==> config.mk <==
export PLATFORM = sky130hd
export DESIGN_NAME = median_window_feeder_flat
export DESIGN_NICKNAME = d
export VERILOG_FILES = /design/src/rtl/median_window_feeder_if.sv /design/src/rtl/median_window_feeder.sv /design/src/flat_wrapper.sv
export SDC_FILE = /design/constraint.sdc
export NUM_CORES = 1
export LEC_CHECK = 0
export BUFFER_PORTS_ARGS = -buffer_cell sky130_fd_sc_hd__buf_2
export CAP_MARGIN = 40
export CORE_ASPECT_RATIO = 0.9
export CORE_MARGIN = 1
export CORE_UTILIZATION = 35
export CTS_BUF_LIST = sky130_fd_sc_hd__clkbuf_4 sky130_fd_sc_hd__clkbuf_8 sky130_fd_sc_hd__clkbuf_16
export DETAILED_ROUTE_END_ITERATION = 8
export GPL_ROUTABILITY_DRIVEN = 0
export GPL_TIMING_DRIVEN = 1
export SYNTH_ARGS = -nofsm -noshare
export SYNTH_HDL_FRONTEND = slang
export SYNTH_SLANG_ARGS = --single-unit
==> constraint.sdc <==
create_clock -name clk -period 2.9 [get_ports clk]
set_clock_uncertainty 0.05 [all_clocks]
set_input_delay 0.29 -clock clk [delete_from_list [all_inputs] [get_ports clk]]
set_output_delay 0.29 -clock clk [all_outputs]
set_load 0.02 [all_outputs]
==> src/rtl/median_window_feeder_if.sv <==
// Pixel-stream and triplet handshake bundle for median_window_feeder.
// The master drives raster pixels; the slave returns vertical triplets.
interface median_window_feeder_if;
  logic       in_valid;
  logic       in_sof;
  logic [7:0] in_data;
  logic       out_valid;
  logic [7:0] val_0;
  logic [7:0] val_1;
  logic [7:0] val_2;
  logic [9:0] out_col;
  logic       frame_done;

  modport master (
    output in_valid, in_sof, in_data,
    input  out_valid, val_0, val_1, val_2,
    input  out_col, frame_done
  );

  modport slave (
    input  in_valid, in_sof, in_data,
    output out_valid, val_0, val_1, val_2,
    output out_col, frame_done
  );
endinterface

==> src/rtl/median_window_feeder.sv <==
// Two-line-buffer feeder producing vertical 3-pixel columns
// (rows r-2, r-1, r) for a downstream 3-input median unit.
module median_window_feeder #(
  parameter int IMG_W = 16,
  parameter int IMG_H = 16
) (
  input  logic clk,
  input  logic rst,
  median_window_feeder_if.slave bus
);

  localparam int AW = (IMG_W > 1) ? $clog2(IMG_W) : 1;
  localparam logic [9:0] COL_MAX = 10'(IMG_W - 1);
  localparam logic [9:0] ROW_MAX = 10'(IMG_H - 1);

  typedef enum logic [1:0] {
    IDLE,
    FILL,
    STREAM
  } state_t;

  state_t     state, state_n;
  logic [9:0] col, col_n;
  logic [9:0] row, row_n;
  logic       take;
  logic       emit;
  logic       last;
  logic [AW-1:0] wa;

  logic [7:0] lb0 [IMG_W];
  logic [7:0] lb1 [IMG_W];

  always_comb begin
    state_n = state;
    col_n   = col;
    row_n   = row;
    take    = 1'b0;
    emit    = 1'b0;
    last    = 1'b0;
    wa      = col[AW-1:0];
    if (bus.in_valid) begin
      if (bus.in_sof) begin
        // sof always restarts at (0,0), aborting any frame in flight
        take    = 1'b1;
        wa      = '0;
        col_n   = 10'd1;
        row_n   = '0;
        state_n = FILL;
      end else if (state != IDLE) begin
        take = 1'b1;
        emit = (state == STREAM);
        last = emit && row == ROW_MAX && col == COL_MAX;
        if (col == COL_MAX) begin
          col_n = '0;
          row_n = row + 10'd1;
        end else begin
          col_n = col + 10'd1;
        end
        if (state == FILL && row == 10'd1 && col == COL_MAX)
          state_n = STREAM;
        if (last) begin
          state_n = IDLE;
          row_n   = '0;
          col_n   = '0;
        end
      end
    end
  end

  always_ff @(posedge clk) begin
    if (rst) begin
      state          <= IDLE;
      col            <= '0;
      row            <= '0;
      bus.out_valid  <= 1'b0;
      bus.frame_done <= 1'b0;
      bus.val_0      <= '0;
      bus.val_1      <= '0;
      bus.val_2      <= '0;
      bus.out_col    <= '0;
    end else begin
      state          <= state_n;
      col            <= col_n;
      row            <= row_n;
      bus.out_valid  <= emit;
      bus.frame_done <= last;
      if (take) begin
        bus.val_0   <= lb1[wa];
        bus.val_1   <= lb0[wa];
        bus.val_2   <= bus.in_data;
        bus.out_col <= bus.in_sof ? '0 : col;
      end
    end
  end

  // Line buffers carry no reset; rows 0-1 overwrite them before use
  always_ff @(posedge clk) begin
    if (!rst && take) begin
      lb1[wa] <= lb0[wa];
      lb0[wa] <= bus.in_data;
    end
  end

endmodule

==> src/flat_wrapper.sv <==
// flat-port wrapper written by rule: the top's interface ports become plain ports
module median_window_feeder_flat 
#(
  parameter int IMG_W = 16,
  parameter int IMG_H = 16
)
  (clk, rst, bus_in_valid, bus_in_sof, bus_in_data, bus_out_valid, bus_val_0, bus_val_1, bus_val_2, bus_out_col, bus_frame_done);
  median_window_feeder_if bus_i ();
  input  logic clk;
  input  logic rst;
  input wire logic [$bits(bus_i.in_valid)-1:0] bus_in_valid;
  input wire logic [$bits(bus_i.in_sof)-1:0] bus_in_sof;
  input wire logic [$bits(bus_i.in_data)-1:0] bus_in_data;
  output wire logic [$bits(bus_i.out_valid)-1:0] bus_out_valid;
  output wire logic [$bits(bus_i.val_0)-1:0] bus_val_0;
  output wire logic [$bits(bus_i.val_1)-1:0] bus_val_1;
  output wire logic [$bits(bus_i.val_2)-1:0] bus_val_2;
  output wire logic [$bits(bus_i.out_col)-1:0] bus_out_col;
  output wire logic [$bits(bus_i.frame_done)-1:0] bus_frame_done;
  assign bus_i.in_valid = bus_in_valid;
  assign bus_i.in_sof = bus_in_sof;
  assign bus_i.in_data = bus_in_data;
  assign bus_out_valid = bus_i.out_valid;
  assign bus_val_0 = bus_i.val_0;
  assign bus_val_1 = bus_i.val_1;
  assign bus_val_2 = bus_i.val_2;
  assign bus_out_col = bus_i.out_col;
  assign bus_frame_done = bus_i.frame_done;
  median_window_feeder #(.IMG_W(IMG_W), .IMG_H(IMG_H)) u_core (.clk(clk), .rst(rst), .bus(bus_i));
endmodule
## Word-level counts from Yosys, hierarchy flattened

Memories as Yosys holds them, arrays and structs flattened. A register that Yosys moved wholly into a read port is not among the register bits.
Index checks and enable logic that the tools add are counted.

| word-level totals | value |
|---|---|
| bits of input ports | 12 |
| memories kept | 2 |
| memory bits (writable) | 256 |
| output and inout port bits | 36 |
| register bits after elaboration | 50 |

| operators by class | value |
|---|---|
| reductions and logical operators | 14 |
| multiplexer cells | 20 |
| equal/unequal tests | 5 |
| $add $sub $neg | 2 |
| bitwise gates (word level) | 2 |

Memories:

| name | words | bits a word | rd ports | clocked after memory_dff | write ports | RTL line | text |
|---|---|---|---|---|---|---|---|
| u_core.lb0 | 16 | 8 | 1 | 0 | 1 | median_window_feeder.sv:30 | `logic [7:0] lb0 [IMG_W];` |
| u_core.lb1 | 16 | 8 | 1 | 1 | 1 | median_window_feeder.sv:31 | `logic [7:0] lb1 [IMG_W];` |

Operators by type and width:

| operator | number |
|---|---|
| $mux W10 | 9 |
| $add A10 B1 Y10 const B | 2 |
| $eq A10 B4 Y1 const B | 2 |
| $eq A10 B1 Y1 const B | 1 |
| $mux W2 | 4 |
| $mux W4 | 2 |
| $reduce_and A3 Y1 | 2 |
| $reduce_bool A3 Y1 | 2 |
| $logic_and A1 B1 Y1 | 5 |
| $mux W1 | 5 |
| $reduce_bool A2 Y1 | 2 |
| $reduce_or A4 Y1 | 1 |
| $eq A2 B1 Y1 const B | 1 |
| $eq A2 B2 Y1 const B | 1 |
| $not A1 Y1 | 2 |
| $reduce_and A2 Y1 | 1 |
| $logic_not A1 Y1 | 1 |

## Depth between registers and ports, before layout

Gate-level depths: netlist (run 1).

| logic depth | value |
|---|---|
| depth in word-level cells | 7 |
| gate-level depth with buffers | 9 |

## Worst setup path after synthesis (run 1)

No wires, ideal clock.

| path | value |
|---|---|
| path kind | input to register |
| from | in bus_in_valid |
| to | mem u_core.lb0[7][0], enable pin |
| arrival | 2613 ps |
| library setup time | 430 ps |
| data required time | 2420 ps |
| slack | -194 ps |
| buffers on the path | 2 |
| stages on the path | 5 |
| cell sequence | buf_4 a21oi_1 nand2_1 buf_4 nor4_1 |

| between the ends | value |
|---|---|
| cells in the longest elaborated chain, start to end | 4 |

Ends and longest elaborated chain:

| what | RTL line | text |
|---|---|---|
| from (decl) | flat_wrapper.sv:11 | `input wire logic [$bits(bus_i.in_valid)-1:0] bus_in_valid;` |
| $mux W1 | median_window_feeder.sv:41 | `if (bus.in_valid) begin` |
| $logic_and A1 B1 Y1 | median_window_feeder.sv:98 | `if (!rst && take) begin` |
| $mux W1 | median_window_feeder.sv:98 |  |
| $mux W1 (implied by the code) | median_window_feeder.sv:100 | `lb0[wa] <= bus.in_data;` |
| to (decl) | median_window_feeder.sv:30 |  |

Several ways; a longest one is shown, not always the timed one.

## Worst setup path after layout (run 1)

| path | value |
|---|---|
| from | reg u_core.col[3] |
| to | mem u_core.lb1[3][0] (data pin) |

| between the ends | value |
|---|---|
| cells in the longest elaborated chain, start to end | 3 |

Ends and longest elaborated chain:

| what | RTL line | text |
|---|---|---|
| from (decl) | median_window_feeder.sv:23 | `logic [9:0] col, col_n;` |
| from (signal assigned) | median_window_feeder.sv:83 | `col <= col_n;` |
| $mux W4 | median_window_feeder.sv:42 | `if (bus.in_sof) begin` |
| $mux W4 * | median_window_feeder.sv:41 |  |
| $mem_v2 Z16 W8 * | n/a |  |
| to (decl) | median_window_feeder.sv:31 |  |

Every way passes the cells marked *; elsewhere a longest branch is shown, timed or not.

==> results of run 1 <==
==> metal layers <==
metal | track usage [%] | up-vias | wire length, um
met5 | 0 | - | 0
met4 | 4.57 | 0 | 738
met3 | 2.70 | 42 | 2210
met2 | 27.0 | 287 | 14600
met1 | 25.6 | 3988 | 14900
li1 | - | 3614 | -
==> flip-flops by register name, indices dropped and copies added (netlist names) <==
name and cells:
u_core.bus.val_1 8, u_core.bus.frame_done 1, u_core.lb0 128, u_core.bus.val_2 8
u_core.bus.val_0 8, u_core.bus.out_col 10, u_core.row 10, u_core.lb1 128
u_core.col 10, u_core.bus.out_valid 1, u_core.state 2
==> report_power, final <==
| part | total [mW] | internal, mW | switching (mW) |
|---|---|---|---|
| Combinational | 0.649 | 0.210 | 0.439 |
| Sequential | 5.00 | 4.96 | 0.0418 |
| Clock | 3.67 | 2.02 | 1.65 |
| Total | 9.32 | 7.19 | 2.13 |
==> cells in the final DEF, fill, tap and decap left out, types with 10 or more instances in the layout <==
cell	instances
edfxtp_1	256
buf_4	61
nor2_1	57
dfxtp_1	56
mux2i_1	53
a21oi_1	51
buf_2	47
nand2_1	45
clkbuf_16	30
nand3_1	29
a221oi_1	29
o21ai_0	25
a22o_1	17
nand2b_1	13
o22ai_1	13
nor2_2	12
a222oi_1	10
o21a_1	10
==> cell type report <==
cell class | instances | area, um2
clock buffers | 40 | 838
clock inverters | 16 | 85.1
fillers | 3269 | 20700
inverters | 6 | 22.5
multi-input cells | 498 | 3430
flip-flops and latches | 314 | 8860
well taps | 469 | 587
repair buffers | 111 | 753
==> stage by stage <==
step                area [um2]  hold slack, ns  setup WS, ns  cells  utilization (%)
finish                   14600          0.0550         0.373   1454             41.3
global route             14600          0.0681         0.199   1454             41.3
CTS                      14600          0.0446         0.371   1454             41.3
detailed placement       13600           0.397         0.391   1398             38.7
global placement         13600           0.393         0.408   1398             38.7
floorplan                12600           0.339         0.329    878                -
==> cells by family after synthesis <==
kind of cell / after synthesis / synth area share, %
flip-flops: 314 / 70.1
multiplexers: 58 / 4.91
AO/OA/AOI/OAI: 217 / 12.4
AND/OR/NAND/NOR: 212 / 8.41
XOR/XNOR: 8 / 0.555
buffers and inverters: 66 / 3.31
adder cells (fa/ha/maj): 3 / 0.297
==> final timing paths <==
kind              slack (ns)                  end                start
hold reg to reg         0.40  u_core.bus.val_2[1]  u_core.bus.val_2[1]
hold / removal          0.06  u_core.bus.val_2[1]       bus_in_data[1]
setup / recovery        0.37     u_core.lb1[3][0]        u_core.col[3]
setup reg to reg        0.37     u_core.lb1[3][0]        u_core.col[3]
==> critical path, cell delays in order, from the launching register on <==
cell and delay, ns:
dfxtp_1 0.59, a21oi_1 0.10, nand2_1 0.44, buf_4 0.30
o221ai_1 0.12, a221o_1 0.57
==> results.md, run 1 <==
| Result | Value |
| --- | --- |
| Part of the cycle the worst path needs | 87.1% |
| GRT Util Overall | 17.5% |
| Iter 0 DRT Violations | 896 |
| Setup repair after global routing missed its margin | no |
| Via count of the first global-routing pass | 7509 |
| Placeable core region | 0.0353 mm2 |
| Type of the setup path with the least slack | register to register |
| Number of enable flip-flop cells after synthesis | 256 |
| Count of buffers added by post-CTS timing repair for setup | 0 |
| Area of the mapped netlist | 0.0126 mm2 |
| Sinks on Clock Net | 314 |
| Distinct cell type count of the synthesized netlist | 75 |
| Slew @ Worst Pin | 0.861 ns |
| Hold buffer count at CTS | 0 |
| Startpoint type of the worst setup path | register |
| Arrival time reported for the critical path endpoint | 2.68 ns |
| Final number of max-transition violations | 0 |
| Net count, final | 976 |
| Dominant register cell in the synthesized netlist | edfxtp_1 |
| Cts bufs inserted | 30 |
| Total power draw | 9.32 mW |
| Sum Neg Setup Slack | 0 ns |
| Buffer cell driving the clock tree root | clkbuf_16 |
| Status | completed |
| Length of the first detailed-routing pass in iterations | 5 |
| Placement Rows | 65 |
| Highest fanout seen on the critical path | 17 |
| Number of nets with antenna violations after detailed routing | 0 |
| Chip Height | 182 um |
| Effective utilization at floorplan | 35.8% |
| Count of input and output buffers | 47 |
| WL per Instance | 22.3 um |
| Pin count of the biggest net entering global routing | 64 |
| Number of hold-slack violations in the final timing report | 0 |
| Highest Clock Rate | 396 MHz |
| Bufs on Longest Clock Path | 3 |
| I/O pin total | 48 |
| Fraction of final layout cells sized beyond drive strength 1 | 20.4% |
| Clock transition at the registers of the reported paths | 0.07 ns |
| Vias after detailed routing | 7931 |
| Post-synthesis register bit count | 314 |
| Total of cells resized after clock tree synthesis | 0 |
| Aggregate global routing overflow | 0 |
| Static Leakage | 4.82 nW |
| Diode count | 0 |
| Total power divided by cell area | 640 mW/mm2 |
| Mapped Cells | 878 |
| Required time at the endpoint of the critical path | 3.05 ns |
| TritonCTS clock tree | built |
| Worst voltage drop across the vdd grid | 0.338 mV |
| Max_cap viols | 0 |
| Proportion of synthesized flip-flops having asynchronous set or reset | 0% |
| Half-perimeter wire length after detailed placement | 20600 um |
| Most common library cells after synthesis | 256 x edfxtp_1, 68 x nor2_1, 58 x dfxtp_1 |
| Number of H-tree branching levels | 1 |
| Depth of the most critical reg-to-reg path | 5 |
| Post-synthesis cell type with the largest combined area | edfxtp_1 |
| First-pass GRT wire length | 48500 um |
| Type of the worst min-delay path | primary input to register |
| Clock latency at the later pin of the worst-skew pair | 0.57 ns |
| Sequential fraction of the synthesis area | 70.1% |
| Net count of the mapped netlist | 893 |
| Worst Hold Path Cells | 3 |
| Finish-stage setup viols | 0 |
| Initial antenna violation count | 0 |
| Area fraction of the dominant cell type after synthesis | 60.9% |
| Drt via density | 5.45 |
| Critical path capture point type | register |
| Area Growth Syn to Fin | 15.4% |
| WL final | 32500 um |
| Width of the die | 202 um |
| Dominant cells by area after synthesis | edfxtp_1 61%, dfxtp_1 9.2%, mux2i_1 4.2%, a21oi_1 2.0%, nor2_1 2.0% |
| Yosys warning count | 0 |
| # DRC | 0 |
| Dominant cell by count in the synthesized netlist | edfxtp_1 |
| Worst rel slew slack | 42.4% |
| Full die area | 0.0368 mm2 |
| Min cycle time layout | 2.53 ns |
| Post-Syn Area per Cell | 14.4 um2 |
No activity file was read; power rests on OpenSTA's default activity.
==> run 2, diff against run 1 <==
Clock period 2.9 ns to 3.1 ns, I/O delays scaled along.
==> run 2 against run 1 <==
Design area up 1.7%. Clock power up 17%. Wire length down 1.2%. Critical endpoint is now u_core.lb0[9][0].
==> results.md, run 2 (synthesis gave the netlist of run 1 again) <==
| Result | Value | Delta |
| --- | --- | --- |
| Status | completed | unchanged |
| Placeable core region | 0.0353 mm2 | unchanged |
| Core Util, Final | 42.0% | was 41.3% |
| Part of the cycle the worst path needs | 82.0% | was 87.1% |
| Number of hold-slack violations in the final timing report | 0 | unchanged |
| Min cycle time layout | 2.54 ns | was 2.53 ns |
| Crit path buf inv count | 2 | was 1 |
| Vias after detailed routing | 7910 | was 7931 |
| Type of the worst min-delay path | primary input to register | unchanged |
| Critical path capture point type | register | unchanged |
| Type of the setup path with the least slack | register to register | unchanged |
| Buffer cell driving the clock tree root | clkbuf_16 | unchanged |
| Arrival time reported for the critical path endpoint | 2.75 ns | was 2.68 ns |
| Count of buffers added by post-CTS timing repair for setup | 0 | unchanged |
| Clock latency at the later pin of the worst-skew pair | 0.57 ns | about the same |
| Final number of max-transition violations | 0 | unchanged |
| First-pass GRT wire length | 48700 um | was 48500 um |
| Number of nets with antenna violations after detailed routing | 0 | unchanged |
| Cts bufs inserted | 31 | was 30 |
| Via count of the first global-routing pass | 7788 | was 7509 |
| Drt via density | 5.44 | was 5.45 |
| Length of the first detailed-routing pass in iterations | 5 | unchanged |
| Static Leakage | 4.93 nW | was 4.82 nW |
| Full die area | 0.0368 mm2 | unchanged |
| Highest Clock Rate | 394 MHz | was 396 MHz |
| Count of input and output buffers | 47 | unchanged |
| Depth of the most critical reg-to-reg path | 5 | unchanged |
| Iter 0 DRT Violations | 750 | was 896 |
| Initial antenna violation count | 0 | unchanged |
| Worst rel slew slack | 53.3% | was 42.4% |
| Worst Hold Path Cells | 3 | unchanged |
| Placement Rows | 65 | unchanged |
| WL per Instance | 22.1 um | was 22.3 um |
| # DRC | 0 | unchanged |
| Chip Height | 182 um | unchanged |
| Leading registers by flop count | u_core.lb0 x128, u_core.lb1 x128 | unchanged |
| Net count, final | 975 | was 976 |
| Required time at the endpoint of the critical path | 3.31 ns | was 3.05 ns |
| GRT Util Overall | 17.5% | about the same |
| Slew @ Worst Pin | 0.698 ns | was 0.861 ns |
| Worst voltage drop across the vdd grid | 0.313 mV | was 0.338 mV |
| Area of all placed cells without fillers | 0.0148 mm2 | was 0.0146 mm2 |
| Crit path depth | 5 | unchanged |
| Hold buffer count at CTS | 0 | unchanged |
| Total power divided by cell area | 647 mW/mm2 | was 640 mW/mm2 |
| Fraction of final layout cells sized beyond drive strength 1 | 20.7% | was 20.4% |
| Cell area after placement | 0.0136 mm2 | about the same |
| Crit path cell chain | buf_12 > nor2b_1 > nand2_1 > nor2_2 > buf_4 | was a21oi_1 > nand2_1 > buf_4 > o221ai_1 > a221o_1 |
| I/O pin total | 48 | unchanged |
| Setup WS pre-CTS | 0.600 ns | was 0.391 ns |
| Diode count | 0 | unchanged |
| Effective utilization at floorplan | 35.8% | unchanged |
| Aggregate global routing overflow | 0 | unchanged |
| Setup repair after global routing missed its margin | no | unchanged |
| Bufs on Longest Clock Path | 3 | unchanged |
| Critical path's largest stage delay | 0.58 ns | was 0.59 ns |
| Leading cell type in the layout, fill and taps excluded | edfxtp_1 | unchanged |
| Area Growth Syn to Fin | 17.4% | was 15.4% |
| Max_cap viols | 0 | unchanged |
| Sum Neg Setup Slack | 0 ns | unchanged |
| Total of cells resized after clock tree synthesis | 0 | unchanged |
| Commonest non-fill, non-tap cells in the layout | 256 x edfxtp_1, 59 x buf_4, 57 x nor2_1 | was 256 x edfxtp_1, 61 x buf_4, 57 x nor2_1 |
| WL final | 32100 um | was 32500 um |
| Clock transition at the registers of the reported paths | 0.06 ns | was 0.07 ns |
| Worst-case register-to-register setup slack | 0.56 ns | was 0.37 ns |
| Cell type group with the largest total delay on the critical path | simple AND/OR/NAND/NOR gates | was compound AO/OA/AOI/OAI gates |
| Finish-stage setup viols | 0 | unchanged |
| Pin count of the biggest net entering global routing | 50 | was 64 |
| Number of H-tree branching levels | 1 | unchanged |
| Width of the die | 202 um | unchanged |
| Half-perimeter wire length after detailed placement | 20000 um | was 20600 um |
| TritonCTS clock tree | built | unchanged |
| Final Instance Count excl. Fillers | 1454 | unchanged |
| Highest fanout seen on the critical path | 49 | was 17 |
| Startpoint type of the worst setup path | register | unchanged |
| Final worst setup slack | 0.559 ns | was 0.373 ns |
| Sinks on Clock Net | 314 | unchanged |
| Number of cells in the design after placement | 1396 | was 1398 |
| CP max-delay cell | nor2b_1 | was dfxtp_1 |
-- run 2: cell type report --
| cell class | count | area [um2] |
|---|---|---|
| sequential | 314 | 8860 |
| multi-input combinational | 498 | 3430 |
| timing repair buffer | 109 | 733 |
| tap | 469 | 587 |
| clock inverter | 20 | 345 |
| inverter | 6 | 22.5 |
| clock buffer | 38 | 847 |
| fill | 3234 | 20500 |
-- run 2: power by group --
group / internal (mW) / leakage (nW) / switching (mW)
Sequential: 4.64 / 2.78 / 0.0416
Clock: 2.70 / 0.586 / 1.60
Combinational: 0.201 / 1.57 / 0.411
-- run 2: final timing paths --
| kind | startpoint | end |
|---|---|---|
| worst min register to register | u_core.bus.out_col[1] | u_core.bus.out_col[1] |
| worst max-delay path | u_core.col[0] | u_core.lb0[9][0] |
| worst min-delay path | bus_in_data[3] | u_core.bus.val_2[3] |
| worst max register to register | u_core.col[0] | u_core.lb0[9][0] |
-- run 2: per-stage QoR --
step | hold WS (ns) | power, mW
6_report | 0.0730 | 9.59
2_1_floorplan | 0.359 | 5.17
3_3_place_gp | 0.385 | 5.38
4_1_cts | 0.0479 | 9.68
5_1_grt | 0.0689 | 9.88
3_5_place_dp | 0.389 | 5.38
-- run 2: worst min-delay path, cell delays in order --
cell     delay, ns
buf_2         0.19
nand2_1       0.09
a21oi_1       0.06
-- run 2: layer usage --
layer / track usage [%] / part of all wire [%] / vias to the layer above
li1: - / - / 3617
met1: 24.8 / 45 / 3961
met2: 27.9 / 47 / 294
met3: 2.61 / 6.9 / 38
met4: 4.81 / 1.9 / 0
met5: 0 / 0 / -
